$ cat config.mk
export PLATFORM = sky130hd
export DESIGN_NAME = field_scan_sequencer
export DESIGN_NICKNAME = d
export VERILOG_FILES = /design/src/rtl/field_seq_pkg.sv /design/src/rtl/field_seq_pick.sv /design/src/rtl/field_scan_sequencer.sv
export SDC_FILE = /design/constraint.sdc
export NUM_CORES = 1
export LEC_CHECK = 0
export ABC_AREA = 1
export CAP_MARGIN = 30
export CORE_ASPECT_RATIO = 0.7
export CORE_MARGIN = 2
export CORE_UTILIZATION = 55
export CTS_CLUSTER_DIAMETER = 60
export DETAILED_ROUTE_END_ITERATION = 7
export PLACE_DENSITY = 0.81
export SYNTH_ARGS = -nofsm -noshare
export SYNTH_HDL_FRONTEND = slang
export SYNTH_SLANG_ARGS = --single-unit
$ cat constraint.sdc
create_clock -name i_clk -period 3.2 [get_ports i_clk]
set_input_delay 0.64 -clock i_clk [delete_from_list [all_inputs] [get_ports i_clk]]
set_output_delay 0.64 -clock i_clk [all_outputs]
set_load 0.01 [all_outputs]
$ cat src/rtl/field_seq_pkg.sv
// Shared types and constants for the field scan sequencer.
package field_seq_pkg;

    localparam int unsigned FIELD_W  = 3;
    localparam int unsigned N_FIELDS = 4;
    localparam int unsigned IDX_W    = 2;
    localparam int unsigned DATA_W   = 16;

    typedef enum logic [0:0] {IDLE, EMIT} state_e;

    // Bit offset of field k inside the packed word; the low two bits hold the start index.
    function automatic logic [3:0] field_offset(input logic [IDX_W-1:0] k);
        return 4'd2 + 4'd3 * {2'b00, k};
    endfunction

endpackage

$ cat src/rtl/field_seq_pick.sv
// Rotating priority finder: first set mask bit at or after start, wrapping.
module field_seq_pick
    import field_seq_pkg::*;
(
    input  logic [N_FIELDS-1:0] mask,
    input  logic [IDX_W-1:0]    start,
    output logic                found,
    output logic [IDX_W-1:0]    idx,
    output logic                last
);

    logic [IDX_W-1:0]    cand;
    logic [N_FIELDS-1:0] others;

    // Walk from the farthest candidate back to start so the nearest set bit wins.
    always_comb begin
        found = 1'b0;
        idx   = start;
        cand  = '0;
        for (int i = N_FIELDS - 1; i >= 0; i--) begin
            cand = IDX_W'(start + IDX_W'(i));
            if (mask[cand]) begin
                found = 1'b1;
                idx   = cand;
            end
        end
    end

    assign others = mask & ~(N_FIELDS'(1) << idx);
    assign last   = found && (others == '0);

endmodule

$ cat src/rtl/field_scan_sequencer.sv
// Accepts a packed word and emits its enabled 3-bit fields one per handshake.
// Optional o_parity port is built when FIELD_SEQ_PARITY_EN is defined.
module field_scan_sequencer
    import field_seq_pkg::*;
(
    input  logic                i_clk,
    input  logic                i_rst_n,
    input  logic [DATA_W-1:0]   i_data,
    input  logic                i_valid,
    output logic                o_ready,
    input  logic [N_FIELDS-1:0] i_mask,
    output logic [FIELD_W-1:0]  o_data,
    output logic [IDX_W-1:0]    o_idx,
    output logic                o_valid,
    output logic                o_last,
    input  logic                i_ready,
`ifdef FIELD_SEQ_PARITY_EN
    output logic                o_parity,
`endif
    output logic                o_busy
);

    state_e              state_q, state_d;
    logic [DATA_W-1:0]   word_q, word_d;
    logic [N_FIELDS-1:0] rem_q, rem_d, rem_clr;
    logic [IDX_W-1:0]    idx_q, idx_d;
    logic [FIELD_W-1:0]  data_q, data_d;
    logic                valid_q, valid_d;
    logic                last_q, last_d;
    logic                ready_q, ready_d;

    logic [N_FIELDS-1:0] pick_mask;
    logic [IDX_W-1:0]    pick_start, pick_idx;
    logic                pick_found, pick_last;
    logic [DATA_W-1:0]   word_sel;
    logic [FIELD_W-1:0]  pick_data;
    logic                accept, beat_done;

    assign accept    = i_valid && ready_q;
    assign beat_done = valid_q && i_ready;
    assign rem_clr   = rem_q & ~(N_FIELDS'(1) << idx_q);

    // One finder serves both the first pick (from the incoming word) and each advance.
    always_comb begin
        if (state_q == IDLE) begin
            pick_mask  = i_mask;
            pick_start = i_data[IDX_W-1:0];
            word_sel   = i_data;
        end else begin
            pick_mask  = rem_clr;
            pick_start = idx_q + 2'd1;
            word_sel   = word_q;
        end
    end

    field_seq_pick u_pick (
        .mask  (pick_mask),
        .start (pick_start),
        .found (pick_found),
        .idx   (pick_idx),
        .last  (pick_last)
    );

    assign pick_data = word_sel[field_offset(pick_idx) +: FIELD_W];

    always_ff @(posedge i_clk) begin
        if (!i_rst_n) begin
            state_q <= IDLE;
        end else begin
            state_q <= state_d;
        end
    end

    always_comb begin
        state_d = state_q;
        case (state_q)
            IDLE:    if (accept && pick_found) state_d = EMIT;
            EMIT:    if (beat_done && !pick_found) state_d = IDLE;
            default: state_d = IDLE;
        endcase
    end

    always_comb begin
        word_d  = word_q;
        rem_d   = rem_q;
        idx_d   = idx_q;
        data_d  = data_q;
        valid_d = valid_q;
        last_d  = last_q;
        ready_d = ready_q;
        case (state_q)
            IDLE: begin
                ready_d = 1'b1;
                if (accept) begin
                    word_d = i_data;
                    rem_d  = i_mask;
                    if (pick_found) begin
                        ready_d = 1'b0;
                        valid_d = 1'b1;
                        idx_d   = pick_idx;
                        data_d  = pick_data;
                        last_d  = pick_last;
                    end
                end
            end
            EMIT: begin
                if (beat_done) begin
                    rem_d = rem_clr;
                    if (pick_found) begin
                        idx_d  = pick_idx;
                        data_d = pick_data;
                        last_d = pick_last;
                    end else begin
                        valid_d = 1'b0;
                        last_d  = 1'b0;
                        ready_d = 1'b1;
                    end
                end
            end
            default: ;
        endcase
    end

    always_ff @(posedge i_clk) begin
        if (!i_rst_n) begin
            word_q  <= '0;
            rem_q   <= '0;
            idx_q   <= '0;
            data_q  <= '0;
            valid_q <= 1'b0;
            last_q  <= 1'b0;
            ready_q <= 1'b0;
        end else begin
            word_q  <= word_d;
            rem_q   <= rem_d;
            idx_q   <= idx_d;
            data_q  <= data_d;
            valid_q <= valid_d;
            last_q  <= last_d;
            ready_q <= ready_d;
        end
    end

`ifdef FIELD_SEQ_PARITY_EN
    logic parity_q;

    always_ff @(posedge i_clk) begin
        if (!i_rst_n) begin
            parity_q <= 1'b0;
        end else begin
            parity_q <= ^data_d;
        end
    end

    assign o_parity = parity_q;
`endif

    assign o_ready = ready_q;
    assign o_data  = data_q;
    assign o_idx   = idx_q;
    assign o_valid = valid_q;
    assign o_last  = last_q;
    assign o_busy  = (state_q == EMIT);

endmodule

### After elaboration in Yosys (flattened, before gate mapping)

Index checks and enable logic that the tools add are counted.
W data, S select, Z words.

| operators by class | value |
|---|---|
| add/subtract/negate cells | 5 |
| shift-type cells | 3 |
| bitwise gates (word level) | 5 |
| multiply operators | 1 |
| mux-type cells | 48 |
| reductions and logical operators | 12 |
| equality and inequality tests | 4 |
| magnitude comparators | 4 |
| divide/modulo/power cells | 0 |

Operator list:

| kind | count |
|---|---|
| $mux W1 | 22 |
| $mux W16 | 1 |
| $mux W2 | 8 |
| $shiftx A16 B5 Y3 | 1 |
| $lt A2 B3 Y1 const B | 4 |
| $mux W4 | 3 |
| $mux W3 | 3 |
| $and A4 B4 Y4 | 2 |
| $bmux W1 S2 | 4 |
| $not A4 Y4 | 2 |
| $pmux W1 S2 | 4 |
| $pmux W4 S2 | 1 |
| $shl A1 B2 Y4 const A | 2 |
| $ne A2 B2 Y1 const B | 3 |
| $pmux W3 S2 | 1 |
| $reduce_and A2 Y1 | 3 |
| $logic_and A1 B1 Y1 | 5 |
| $add A2 B1 Y2 const B | 2 |
| $add A2 B2 Y2 const B | 2 |
| $add A2 B4 Y4 const A | 1 |
| $logic_not A4 Y1 | 1 |
| $mul A2 B2 Y4 const A | 1 |
| $pmux W2 S2 | 1 |
| $reduce_and A4 Y1 | 1 |
| 4 further kinds | 4 |

| storage, ports and cells | value |
|---|---|
| input port bits | 24 |
| bits in read-only memories | 0 |
| output and inout bits | 9 |
| register bits after elaboration | 29 |
| word-level logic and storage cells | 90 |
| bits in latches | 0 |
| bits in writable memories | 0 |
| memories | 0 |

### Logic depth before layout (Yosys ltp)

| depth | value |
|---|---|
| word-level depth | 18 |
| gate-level depth with buffers | 25 |
| depth with buffers taken out | 25 |

### Hierarchy

From an unflattened synthesis, not the netlist that was laid out.

| second synthesis, totals | value |
|---|---|
| cell total of the unflattened synthesis | 359 |
| area, all modules | 2220.9 µm² |

Modules (own cells, without submodules):

| module | sequential area each (µm²) | cells an instance | times used | area an instance (µm²) |
|---|---|---|---|---|
| field_scan_sequencer | 580.6 | 295 | 1 | 1896.8 |
| field_seq_pick | 0.0 | 64 | 1 | 324.1 |

### Least setup slack after synthesis

No wires, ideal clock.

| path | value |
|---|---|
| path kind | reg-to-reg |
| start point | register idx_q[0] (netlist: o_idx[0]) |
| end point | register data_q[0] (netlist: o_data[0]) |
| cell stages (with the launch flop) | 25 |
| path slack | 0.416 ns |
| arrival time | 2.674 ns |
| required time | 3.091 ns |
| path buffers | 0 |
| cells stage by stage | dfxtp_1 inv_1 ha_1 inv_1 nand2_1 o21ai_2 nand2_1 nand2_1 nand2_1 nand2_1 nand2_2 nand2_4 nand3_4 nand2_4 inv_1 ha_1 clkinv_1 nand3_1 nand2_1 nand2_1 nand2_1 nand2_1 nand3_1 nand2_1 inv_1 |

| between the ends | value |
|---|---|
| word-level cells in the longest chain between the ends | 16 |
| elaborated cells on any way between the ends | 32 |
| classes of those cells | add/sub (5); mul (1); shift (2); mux (22); bitwise (2) |

Ends and longest elaborated chain:

| element | RTL line | RTL |
|---|---|---|
| from (decl) | field_scan_sequencer.sv:26 | `logic [IDX_W-1:0] idx_q, idx_d;` |
| from (signal assigned) | field_scan_sequencer.sv:136 | `idx_q <= idx_d;` |
| parallel branches: the longest is 9 deep, another holds $add A2 B1 Y2 | - |  |
| $mux W2 * | field_seq_pick.sv:22 | `if (mask[cand]) begin` |
| named net pick_idx[0] | field_scan_sequencer.sv:33 | `logic [IDX_W-1:0] pick_start, pick_idx;` |
| $mul A2 B2 Y4 * | field_seq_pkg.sv:13 | `return 4'd2 + 4'd3 * {2'b00, k};` |
| $add A2 B4 Y4 * | field_seq_pkg.sv:13 |  |
| $shiftx A16 B5 Y3 * | field_scan_sequencer.sv:64 | `assign pick_data = word_sel[field_offset(pick_idx) +: FIELD_W];` |
| $mux W3 * | field_scan_sequencer.sv:97, field_scan_sequencer.sv:109 |  |
| $mux W3 (on tied branches) | field_scan_sequencer.sv:107, field_scan_sequencer.sv:94 |  |
| $pmux W3 S2 * | field_scan_sequencer.sv:91 | `case (state_q)` |
| to (signal assigned) | field_scan_sequencer.sv:137 | `data_q <= data_d;` |
| to (decl) | field_scan_sequencer.sv:27 | `logic [FIELD_W-1:0] data_q, data_d;` |

Mark *: on every way through the listed nets, which the timed path passes. The select of a mux whose other input is x is not followed.
A chain may end at the register's enable or synchronous reset.

### Final worst setup path

| path | value |
|---|---|
| start point | input port i_data[1] |
| end point | register data_q[2] (netlist: o_data[2]) |

| between the ends | value |
|---|---|
| word-level cells in the longest chain between the ends | 14 |
| elaborated cells on any way between the ends | 28 |
| classes of those cells | add/sub (4); mul (1); shift (1); mux (22) |

Ends and longest elaborated chain:

| element | RTL line | RTL |
|---|---|---|
| from (decl) | field_scan_sequencer.sv:8 | `input logic [DATA_W-1:0] i_data,` |
| $mux W2 * | field_scan_sequencer.sv:45 | `if (state_q == IDLE) begin` |
| $add A2 B2 Y2 | field_seq_pick.sv:21 | `cand = IDX_W'(start + IDX_W'(i));` |
| $bmux W1 S2 | field_seq_pick.sv:22 |  |
| $mux W1 (not written as such) | field_seq_pick.sv:22 |  |
| $mux W2 (3 in a row) | field_seq_pick.sv:22 |  |
| $mux W2 * | field_seq_pick.sv:22 |  |
| named net pick_idx[0] | field_scan_sequencer.sv:33 |  |
| $mul A2 B2 Y4 * | field_seq_pkg.sv:13 |  |
| $add A2 B4 Y4 * | field_seq_pkg.sv:13 |  |
| $shiftx A16 B5 Y3 * | field_scan_sequencer.sv:64 |  |
| $mux W3 * | field_scan_sequencer.sv:97, field_scan_sequencer.sv:109 |  |
| $mux W3 (on tied branches) | field_scan_sequencer.sv:107, field_scan_sequencer.sv:94 |  |
| $pmux W3 S2 * | field_scan_sequencer.sv:91 |  |

The timed path passes the listed nets; every way through them passes the cells marked *. The select of a mux whose other input is x is not followed.

==> run metrics <==
buffers inserted by post-CTS timing repair=0; overall routing resource usage=0.284; number of CTS-inserted buffers=5; Max Transition Viols Final=0; area fraction in and, or, nand and nor cells after synthesis=0.391; via count of the first global-routing pass=~2300; antenna fix cells=0; syn nets=385; share of synthesized cell area in full adder, half adder and majority cells=0.0613; async set or reset register ratio after synthesis=0; number of top-level pins=33; # nets final=about 440; worst setup path category=primary input to flip-flop; Post-route DRC=0; HPWL Detailed=4560 um; main combinational cell family by area after synthesis=simple AND/OR/NAND/NOR gates; number of distinct library cell variants in the gate-level netlist after synthesis=33; growth of design area from synthesis to finish=27.9%; overall die height=57.5 um; net switching power=roughly 1900 uW; Sum Neg Setup Slack=0 ns; worst slew margin relative to its limit=0.530; commonest non-fill, non-tap cells in the layout=sky130_fd_sc_hd__nand2_1, sky130_fd_sc_hd__nand3_1, sky130_fd_sc_hd__inv_1; Detailed Route Iter0 Violations=~180; most common library cell in the layout ignoring fill and taps=sky130_fd_sc_hd__nand2_1; CTS H-tree depth=2; Max VDD drop=just over 0.0007 V; number of input and output port buffers inserted=32; CTS tree=yes; result of the run=completed; maximum number of pins on one net before global-route repair=27; fmax=around 0.33 GHz; type of origin of the critical path=primary input; Final Hold Viols=0; routed wire length per instance=13.3 um; RD Place Congestion=just under 1; total power density per cell area=1310 mW/mm^2; placeable core region=0.00392 mm^2; setup-violating endpoint count in the final report=0; mux contribution to synthesized area=0.00446; share of power burned in combinational logic=0.745; Clock Skew=0.00753 ns; total power=3770 uW; DR vias/cell=approximately 5.3; final routed wirelength across all metal layers=roughly 6100 um; register clock-pin slew on the reported worst setup and hold paths=about 0.070 ns; number of synthesized register bits=29; Compound-Gate Fraction of Synth Area=0.167; relative contribution of the clock network to total power=0.110; hold crit path type=flip-flop to flip-flop; kind of capture point of the worst setup path=flip-flop; post-synthesis cell area=0.00225 mm^2; Die Wd=between 80 and 90 um; XOR/XNOR Fraction of Synth Area=0; count of filler cells inserted in the layout=approximately 340; MaxCap Viol Count=0; synthesized netlist cell count=350; fraction of power spent switching nets=0.507; cell accounting for the most synthesized area=sky130_fd_sc_hd__dfxtp_1; Tmin final=approximately 3 ns; number of warnings printed during yosys synthesis=0; Critical Path RT=~3.4 ns; post-route antenna net violation count=0; sequential element share of the synthesized area=0.258; overall overflow remaining after global route=0; maximum fanout along the worst path=4; top_reg_cell synth=sky130_fd_sc_hd__dfxtp_1; Period Utilization, post-route=0.936; Internal Pwr Total=1860 uW; fraction of post-synthesis cell area in the top cell type by area=0.258; starting density of the core=0.573; first-pass GRT wire length=slightly above 10000 um; number of antenna violations at the first check in global routing=0; Cell Rows=19; number of enable flip-flop cells after synthesis=0; leakage power=~0.0014 uW; per-instance average area after synthesis=about 6.4 um^2; arrival time at the worst endpoint=about 3.2 ns; share of layout cells above drive strength 1=0.169; full die area=roughly 0.0046 mm^2; sequential group share of total power=0.144; clock tree sinks=29; Root Buffer Master=sky130_fd_sc_hd__clkbuf_8; Max Root-Sink Buffers=2; leading cell types by total area after synthesis=sky130_fd_sc_hd__dfxtp_1, sky130_fd_sc_hd__nand2_1, sky130_fd_sc_hd__nand3_1; Clk Latency, worst-skew pair=roughly 0.29 ns; unrepaired setup endpoints after global routing=false; number of detailed-routing iterations run before antenna repair=4; Via Count=2430; measured slew at the worst slew-check pin=just over 0.7 ns
==> state kept, by name, indices dropped and copies added, names as in the netlist <==
name	count
word_q	16
o_last	1
o_idx	2
o_valid	1
rem_q	4
o_busy	1
o_data	3
o_ready	1
==> metal layers <==
metal  GRT usage  up-vias  share of wire
met2       0.436       77           0.43
met5           0        -              0
met3      0.0617        8          0.068
met4      0.0799        0          0.011
met1       0.405     1097           0.49
li1            -     1248              -
==> Yosys cell counts (2+ instances only) <==
cell type / instances
sky130_fd_sc_hd__clkinv_1: 3
sky130_fd_sc_hd__clkbuf_1: 5
sky130_fd_sc_hd__nand2_2: 10
sky130_fd_sc_hd__nand2_1: 88
sky130_fd_sc_hd__or2_2: 4
sky130_fd_sc_hd__dfxtp_1: 29
sky130_fd_sc_hd__o21ai_2: 2
sky130_fd_sc_hd__ha_1: 11
sky130_fd_sc_hd__a21boi_0: 2
sky130_fd_sc_hd__buf_6: 4
sky130_fd_sc_hd__inv_2: 3
sky130_fd_sc_hd__nand2_4: 5
sky130_fd_sc_hd__a21oi_1: 24
sky130_fd_sc_hd__inv_1: 36
sky130_fd_sc_hd__nor2_1: 19
sky130_fd_sc_hd__a31oi_1: 3
sky130_fd_sc_hd__o21ai_0: 34
sky130_fd_sc_hd__nand3_1: 53
==> critical path, stage by stage <==
cell	delay [ns]
sky130_fd_sc_hd__clkdlybuf4s50_1	0.53
sky130_fd_sc_hd__nand2_1	0.11
sky130_fd_sc_hd__o21ai_2	0.13
sky130_fd_sc_hd__nand2_1	0.10
sky130_fd_sc_hd__nand2_1	0.10
sky130_fd_sc_hd__nand2_1	0.06
sky130_fd_sc_hd__nand2_1	0.09
sky130_fd_sc_hd__nand2_2	0.08
sky130_fd_sc_hd__nand2_4	0.08
sky130_fd_sc_hd__nand2_4	0.06
sky130_fd_sc_hd__nand2_4	0.07
sky130_fd_sc_hd__nand2_4	0.04
sky130_fd_sc_hd__inv_1	0.15
sky130_fd_sc_hd__buf_4	0.15
sky130_fd_sc_hd__ha_1	0.18
sky130_fd_sc_hd__buf_4	0.15
sky130_fd_sc_hd__nand3_1	0.07
sky130_fd_sc_hd__nand2_1	0.09
sky130_fd_sc_hd__nand2_1	0.05
sky130_fd_sc_hd__nand2_1	0.06
sky130_fd_sc_hd__nand2_1	0.05
sky130_fd_sc_hd__nor2_1	0.10
sky130_fd_sc_hd__nor2_1	0.04
==> what timing repair did <==
action / CTS / global route
hold buffers: 0 / 0
resized for setup: 0 / 8
endpoints found under the hold margin: 0 / 0
endpoints found under the setup margin: 0 / 3
==> metrics by stage <==
stage                     hold WS, ns   util  std cells  instance area (um^2)  setup WS (ns)
after floorplan                 0.429      -        350                  2250          0.416
after detailed placement        0.445  0.693        446                  2720         -0.141
after global placement          0.437  0.693        446                  2720        -0.0798
final                           0.453  0.732        455                  2870          0.204
after CTS                       0.455  0.724        454                  2840          0.156
after global routing            0.482  0.732        455                  2870         0.0109
==> area by class of cell <==
cell class	instances	area, um^2	area share
clock buffer	6	82.6	0.0288
clock inverter	2	37.5	0.0131
inverter	43	170	0.0593
multi-input combinational	265	1410	0.492
sequential	29	582	0.203
tap	52	65.1	0.0227
timing repair buffer	57	518	0.180
timing repair inverter	1	5.00	0.00174
==> cells by family (layout without fill, tap and decap cells) <==
| kind of cell | count (synthesis) | after routing |
|---|---|---|
| AO/OA/AOI/OAI | 68 | 68 |
| multiplexers | 1 | 1 |
| adder cells (fa/ha/maj) | 11 | 11 |
| buffers and inverters | 56 | 109 |
| AND/OR/NAND/NOR | 185 | 185 |
| flip-flops | 29 | 29 |
==> power by group through the flow <==
stage	Sequential, uW	Combinational, uW	Clock [uW]
2_1_floorplan	549	1860	0
3_3_place_gp	545	2600	0
3_5_place_dp	547	2620	0
4_1_cts	540	2640	415
5_1_grt	554	3140	428
6_report	544	2810	416
==> worst paths after layout <==
kind             start        end  slack, ns  cells past startpoint
max          i_data[1]  o_data[2]       0.20                     23
min          word_q[3]  word_q[3]       0.45                      2
max reg2reg   o_idx[1]  o_data[2]       0.27                     24
min reg2reg  word_q[3]  word_q[3]       0.45                      2
(Power assumes the default switching activity.)
